`config.mk`:
```
export PLATFORM = sky130hd
export DESIGN_NAME = mem_ctrl
export DESIGN_NICKNAME = d
export VERILOG_FILES = /design/src/rtl/mem_ctrl.sv
export SDC_FILE = /design/constraint.sdc
export NUM_CORES = 1
export LEC_CHECK = 0
export BUFFER_PORTS_ARGS = -buffer_cell sky130_fd_sc_hd__buf_4
export CORE_UTILIZATION = 45
export CTS_BUF_LIST = sky130_fd_sc_hd__clkbuf_4 sky130_fd_sc_hd__clkbuf_8
export DETAILED_ROUTE_END_ITERATION = 10
export GPL_ROUTABILITY_DRIVEN = 0
export GPL_TIMING_DRIVEN = 0
export PLACE_DENSITY = 0.67
export SLEW_MARGIN = 20
export SYNTH_ARGS = -nofsm -noshare
export SYNTH_HDL_FRONTEND = slang
export SYNTH_SLANG_ARGS = --single-unit
```
`constraint.sdc`:
```
create_clock -name clk -period 22.1 [get_ports clk]
set_input_delay 4.42 -clock clk [delete_from_list [all_inputs] [get_ports clk]]
set_output_delay 4.42 -clock clk [all_outputs]
set_load 0.05 [all_outputs]
```
`src/rtl/mem_ctrl.sv`:
```
// Byte-serial RAM port owner: arbitrates store > load > fetch and assembles/splits words.
// Optional MEM_IO_STALL_EN: stores to the IO region wait while the UART buffer is full.
module mem_ctrl #(
    parameter int         ADDR_W    = 32,
    parameter int         DATA_W    = 32,
    parameter logic [1:0] IO_SEL_HI = 2'b11
) (
    input  logic              clk,
    input  logic              rst,
    input  logic              rdy,
    input  logic              in_rob_misbranch,
    input  logic              in_fetcher_ce,
    input  logic [ADDR_W-1:0] in_fetcher_addr,
    output logic              out_fetcher_ce,
    output logic [DATA_W-1:0] out_fetcher_data,
    input  logic              in_lsb_ce,
    input  logic [5:0]        in_lsb_size,
    input  logic              in_lsb_signed,
    input  logic [ADDR_W-1:0] in_lsb_addr,
    output logic              out_lsb_ce,
    output logic [DATA_W-1:0] out_lsb_data,
    input  logic              in_rob_ce,
    input  logic [5:0]        in_rob_size,
    input  logic [ADDR_W-1:0] in_rob_addr,
    input  logic [DATA_W-1:0] in_rob_data,
    output logic              out_rob_ce,
    input  logic [7:0]        in_ram_din,
    output logic [7:0]        out_ram_dout,
    output logic [ADDR_W-1:0] out_ram_a,
    output logic              out_ram_wr,
    input  logic              in_io_buffer_full
);
    localparam int LANES = DATA_W / 8;

    typedef enum logic [1:0] {S_IDLE = 2'd0, S_READ = 2'd1, S_WRITE = 2'd2} state_t;

    state_t            r_state, w_state_next;
    logic [2:0]        r_cnt, w_cnt_next, r_len, w_len_next;
    logic [ADDR_W-1:0] r_addr, w_addr_next, r_ram_a, w_ram_a_next;
    logic              r_signed, w_signed_next, r_is_fetch, w_is_fetch_next;
    logic [DATA_W-1:0] r_wdata, w_wdata_next, r_rdata, w_rdata_next;
    logic [DATA_W-1:0] r_fetch_data, w_fetch_data_next, r_lsb_data, w_lsb_data_next;
    logic              r_fetch_ce, w_fetch_ce_next, r_lsb_ce, w_lsb_ce_next;
    logic              r_rob_ce, w_rob_ce_next, r_ram_wr, w_ram_wr_next;
    logic [7:0]        r_ram_dout, w_ram_dout_next;
    logic [DATA_W-1:0] w_rdata_cap, w_ext;
    logic [1:0]        w_cap_idx;
    logic              w_stall_cur, w_stall_new;

    function automatic logic [2:0] f_len(input logic [5:0] size);
        return (size == 6'd1) ? 3'd1 : (size == 6'd2) ? 3'd2 : 3'd4;
    endfunction

    // Byte captured on this edge was addressed two edges ago, i.e. index r_cnt-1.
    assign w_cap_idx = r_cnt[1:0] - 2'd1;
    generate
        for (genvar gi = 0; gi < LANES; gi++) begin : g_lane
            assign w_rdata_cap[8*gi +: 8] = (w_cap_idx == 2'(gi)) ? in_ram_din : r_rdata[8*gi +: 8];
        end
    endgenerate

    always_comb begin
        w_ext = w_rdata_cap;
        case (r_len)
            3'd1:    w_ext = {{(DATA_W-8){r_signed & w_rdata_cap[7]}}, w_rdata_cap[7:0]};
            3'd2:    w_ext = {{(DATA_W-16){r_signed & w_rdata_cap[15]}}, w_rdata_cap[15:0]};
            default: w_ext = w_rdata_cap;
        endcase
    end

`ifdef MEM_IO_STALL_EN
    assign w_stall_cur = in_io_buffer_full && (r_addr[17:16] == IO_SEL_HI);
    assign w_stall_new = in_io_buffer_full && (in_rob_addr[17:16] == IO_SEL_HI);
`else
    logic w_unused_io;
    assign w_unused_io = in_io_buffer_full | (|IO_SEL_HI);
    assign w_stall_cur = 1'b0;
    assign w_stall_new = 1'b0;
`endif

    always_comb begin
        w_state_next      = r_state;
        w_cnt_next        = r_cnt;
        w_len_next        = r_len;
        w_addr_next       = r_addr;
        w_signed_next     = r_signed;
        w_is_fetch_next   = r_is_fetch;
        w_wdata_next      = r_wdata;
        w_rdata_next      = r_rdata;
        w_fetch_data_next = r_fetch_data;
        w_lsb_data_next   = r_lsb_data;
        w_ram_a_next      = r_ram_a;
        w_ram_dout_next   = r_ram_dout;
        w_fetch_ce_next   = 1'b0;
        w_lsb_ce_next     = 1'b0;
        w_rob_ce_next     = 1'b0;
        w_ram_wr_next     = 1'b0;
        case (r_state)
            S_IDLE: begin
                if (in_rob_ce) begin
                    w_state_next = S_WRITE;
                    w_addr_next  = in_rob_addr;
                    w_len_next   = f_len(in_rob_size);
                    w_wdata_next = in_rob_data;
                    // First byte goes out on the acceptance edge unless the IO port is full.
                    if (w_stall_new) begin
                        w_cnt_next = 3'd0;
                    end else begin
                        w_cnt_next      = 3'd1;
                        w_ram_wr_next   = 1'b1;
                        w_ram_a_next    = in_rob_addr;
                        w_ram_dout_next = in_rob_data[7:0];
                    end
                end else if (!in_rob_misbranch && (in_lsb_ce || in_fetcher_ce)) begin
                    w_state_next    = S_READ;
                    w_cnt_next      = 3'd0;
                    w_rdata_next    = '0;
                    w_is_fetch_next = !in_lsb_ce;
                    w_addr_next     = in_lsb_ce ? in_lsb_addr : in_fetcher_addr;
                    w_len_next      = in_lsb_ce ? f_len(in_lsb_size) : 3'd4;
                    w_signed_next   = in_lsb_ce && in_lsb_signed;
                    w_ram_a_next    = w_addr_next;
                end
            end
            S_READ: begin
                if (in_rob_misbranch) begin
                    w_state_next = S_IDLE;
                    w_cnt_next   = 3'd0;
                end else begin
                    if (r_cnt != 3'd0) w_rdata_next = w_rdata_cap;
                    if (r_cnt == r_len) begin
                        w_state_next = S_IDLE;
                        w_cnt_next   = 3'd0;
                        if (r_is_fetch) begin
                            w_fetch_ce_next   = 1'b1;
                            w_fetch_data_next = w_ext;
                        end else begin
                            w_lsb_ce_next   = 1'b1;
                            w_lsb_data_next = w_ext;
                        end
                    end else begin
                        w_cnt_next = r_cnt + 3'd1;
                        if ((r_cnt + 3'd1) < r_len) w_ram_a_next = r_addr + ADDR_W'(r_cnt + 3'd1);
                    end
                end
            end
            S_WRITE: begin
                if (r_cnt == r_len) begin
                    w_state_next  = S_IDLE;
                    w_cnt_next    = 3'd0;
                    w_rob_ce_next = 1'b1;
                end else if (!w_stall_cur) begin
                    w_ram_wr_next   = 1'b1;
                    w_ram_a_next    = r_addr + ADDR_W'(r_cnt);
                    w_ram_dout_next = r_wdata[8*r_cnt[1:0] +: 8];
                    w_cnt_next      = r_cnt + 3'd1;
                end
            end
            default: w_state_next = S_IDLE;
        endcase
    end

    always_ff @(posedge clk or posedge rst) begin
        if (rst) begin
            r_state      <= S_IDLE;
            r_cnt        <= '0;
            r_len        <= '0;
            r_addr       <= '0;
            r_signed     <= 1'b0;
            r_is_fetch   <= 1'b0;
            r_wdata      <= '0;
            r_rdata      <= '0;
            r_fetch_data <= '0;
            r_lsb_data   <= '0;
            r_fetch_ce   <= 1'b0;
            r_lsb_ce     <= 1'b0;
            r_rob_ce     <= 1'b0;
            r_ram_wr     <= 1'b0;
            r_ram_a      <= '0;
            r_ram_dout   <= '0;
        end else if (rdy) begin
            r_state      <= w_state_next;
            r_cnt        <= w_cnt_next;
            r_len        <= w_len_next;
            r_addr       <= w_addr_next;
            r_signed     <= w_signed_next;
            r_is_fetch   <= w_is_fetch_next;
            r_wdata      <= w_wdata_next;
            r_rdata      <= w_rdata_next;
            r_fetch_data <= w_fetch_data_next;
            r_lsb_data   <= w_lsb_data_next;
            r_fetch_ce   <= w_fetch_ce_next;
            r_lsb_ce     <= w_lsb_ce_next;
            r_rob_ce     <= w_rob_ce_next;
            r_ram_wr     <= w_ram_wr_next;
            r_ram_a      <= w_ram_a_next;
            r_ram_dout   <= w_ram_dout_next;
        end
    end

    assign out_fetcher_ce   = r_fetch_ce;
    assign out_fetcher_data = r_fetch_data;
    assign out_lsb_ce       = r_lsb_ce;
    assign out_lsb_data     = r_lsb_data;
    assign out_rob_ce       = r_rob_ce;
    assign out_ram_wr       = r_ram_wr;
    assign out_ram_a        = r_ram_a;
    assign out_ram_dout     = r_ram_dout;
endmodule

```
==> impl_metrics.ini <==
[run_status]
outcome = complete, no violations

[yosys]
synthCells = 1230
synth_flop_cell = dfrtp_1
synth_cell_types = 72
ys_warn_count = 0
synth.yosys.seq_area_share_pct = 46.2
syn_area_sq_mm = 0.0116
ys_ff_latch = 214
syn_avg_cell_area_sq_um = 9.42
synth_edf_count = 0
syn_nets = 1406
async_flop_share_pct = 100

[power_and_ir_drop]
switching_share_pct = 45.2
power.switching_mw = 0.881
p_seq_share_pct = 32.3
ir_worst_vdd_v = 0.0000553
p_leak_nw = 6.74
combPwrFrac_pct = 48.5
power.share.clock_pct = 19.2
powerDensity_mw_per_mm2 = 132
p_int_mw = 1.07

[layout]
diodes = 0
final_net_count = 1709
regArea_sq_mm = 0.00536
syn2layout_area_growth_pct = 27.8
fill_cells = 2294
drive_gt1_share_pct = 27.3
multi_input_area_sq_mm = 0.00574

[worst_setup_path]
worstPathArrival_ns = 6.61
cp.required_ns = 22.50
cpPeakStageDelay_ns = 0.49
end_kind = register
crit_path_frequent_cell = clkbuf_1
path_class = in2reg
crit_chain = buf_4 > clkbuf_1 > clkbuf_1 > buf_1 > o21ai_0 > mux2_2
cp_max_fo = 10
slowest_stage = buf_1
crit_path_start_kind = primary input

[route]
vias = 10600
wl_per_cell_um = 19.0
drtPass1Iterations = 5
drt_iter0_drc = 780
drt-vias-per-instance = 5.62
ant_nets = 0
drc_errors = 0
routed_wl_mm = 35.8

[grt]
grt_pass1_wl_mm = 56.8
grt_use_total_pct = 27.5
first_global_vias = 10300
overflow = 0
grt_start_max_net_pins = 107
antenna_found_initial = 0

[die]
dieArea_sq_mm = 0.0264
io-pin-count = 265
rows = 58
start_util_pct = 45.9
die_w_um = 162
die_height_um = 162
core_area_sq_mm = 0.0253

[timing]
min_period_ns = 6.21
period_share_pct = 28.1
slew_viol_final = 0
setup_violations = 0
clock_skew_ns = 0.0213
fin_hold_ws_ns = 0.472
fmax_mhz = 161
hold_violations = 0
rsz0062_at_grt = false
worst_slew_pin_slew_ns = 0.861
setup_tns_ns = 0
slew_headroom_pct = 42.6

[clocking]
htree_levels = 2
cts.sinks = 214
ctsResizeCount = 0
clkLatencyLatePin_ns = 0.53
clk_pin_slew_worst_paths_ns = 0.06
cts_made_buffers = 37
cts_buffer_depth = 3
cts-root-buf = clkbuf_8
post_cts_buffers = 0
cts_hold_buffers = 0
cts_tree = yes

[place]
dp_hpwl_mm = 27.2
port_buffers = 262

[job]
cap_violations = 0

[worst_hold_path]
hold_path.class = reg2reg
-- cell type report --
| class | count | area share, % |
|---|---|---|
| Buffer | 90 | 2.69 |
| Clock buffer | 59 | 5.06 |
| Clock inverter | 5 | 0.194 |
| Inverter | 26 | 0.710 |
| Multi-Input combinational cell | 900 | 38.7 |
| Sequential cell | 214 | 36.2 |
| Tap cell | 330 | 2.79 |
| Timing Repair Buffer | 264 | 13.7 |
-- flip-flops by register name (all words and copies together), names as in the netlist --
name / cells
out_ram_wr: 1
out_fetcher_ce: 1
out_ram_dout: 8
out_ram_a: 32
r_signed: 1
r_state: 2
r_cnt: 3
r_is_fetch: 1
out_lsb_data: 32
r_rdata: 32
out_lsb_ce: 1
r_addr: 32
r_wdata: 32
out_rob_ce: 1
out_fetcher_data: 32
r_len: 3
-- cells in the mapped netlist (10+ instances only) --
library cell | number | area [sq um]
o31ai_1 | 25 | 188
inv_1 | 26 | 97.6
a21oi_1 | 119 | 596
mux2i_1 | 58 | 581
a31oi_1 | 10 | 62.6
nand3_1 | 29 | 145
nor2_1 | 104 | 390
o21a_1 | 27 | 203
nor2b_1 | 19 | 119
clkbuf_1 | 50 | 188
o21ai_0 | 125 | 626
ha_1 | 17 | 213
nand4_1 | 14 | 87.6
mux2_2 | 39 | 439
dfrtp_1 | 214 | 5360
xnor2_1 | 18 | 158
nand2_1 | 151 | 567
buf_2 | 26 | 130
-- power by group through the flow --
stage                     combinational, mW  clock [mW]  sequential (mW)
after floorplan                       0.456           0            0.809
after global placement                0.925           0            0.629
after detailed placement              0.940           0            0.634
after CTS                             0.945       0.385            0.628
after global routing                   1.02       0.400            0.646
final                                 0.945       0.374            0.631
-- metrics by stage --
step	cells	cell area (sq um)	power [mW]	worst slack (ns)	utilization, %
after floorplan	1230	11600	1.27	11.83	-
after global placement	1822	14000	1.55	9.39	55.3
after detailed placement	1824	14000	1.57	15.38	55.5
after CTS	1888	14800	1.96	15.94	58.6
after global routing	1888	14800	2.07	15.76	58.6
final	1888	14800	1.95	15.89	58.6
-- worst max-delay path: cells and delay by family --
kind                   cells  cell delay [ns]
muxes                      1             0.35
buffers and inverters      4             1.44
AOI/OAI and AO/OA          1             0.37
-- layout by cell type, fill, tap and decap left out, types with 6 or more instances in the layout --
master,instances
buf_4,263
dfrtp_1,214
nand2_1,151
o21ai_0,125
a21oi_1,119
nor2_1,104
mux2i_1,58
clkbuf_1,50
clkbuf_8,49
mux2_2,39
nand3_1,29
o21a_1,27
buf_2,26
inv_1,25
o31ai_1,25
nor2b_1,19
xnor2_1,18
ha_1,17
nand4_1,14
a31oi_1,10
clkbuf_4,10
a22o_1,9
buf_1,9
a221oi_1,9
nor3_1,9
mux4_2,8
and2_1,7
o22ai_1,6
and3_1,6
a311oi_1,6
-- kinds of logic (layout without fill, tap and decap cells) --
kind of cell | count (synthesis) | after routing | share of synthesized area [%]
AO/OA/AOI/OAI | 384 | 384 | 20.3
AND/OR/NAND/NOR | 369 | 369 | 15.0
flip-flops | 214 | 214 | 46.2
buffers and inverters | 116 | 444 | 4.28
multiplexers | 105 | 105 | 10.4
XOR/XNOR | 23 | 23 | 1.74
adder cells (fa/ha/maj) | 19 | 19 | 2.18
-- final timing paths --
kind | start | to | slack (ns) | depth (start not counted)
worst max-delay path | in_rob_ce | r_addr[14] | 15.89 | 6
worst max register to register | r_cnt[0] | out_ram_a[10] | 18.26 | 10
worst min register to register | r_rdata[0] | r_rdata[0] | 0.47 | 2
min in group asynchronous | rst | out_lsb_data[25] | 3.82 | 2
worst min-delay path | r_rdata[0] | r_rdata[0] | 0.47 | 2
max in group asynchronous | rst | out_ram_a[22] | 17.50 | 3
-- per-layer routing --
metal	routed length [um]	vias to the layer above	share of wire (%)	track usage [%]
met4	698	0	1.9	7.08
li1	-	5008	-	-
met1	15700	5106	44	38.5
met2	16600	445	46	43.8
met5	0	-	0	0
met3	2790	60	7.8	4.99
Power figures use the tool's default switching activity.
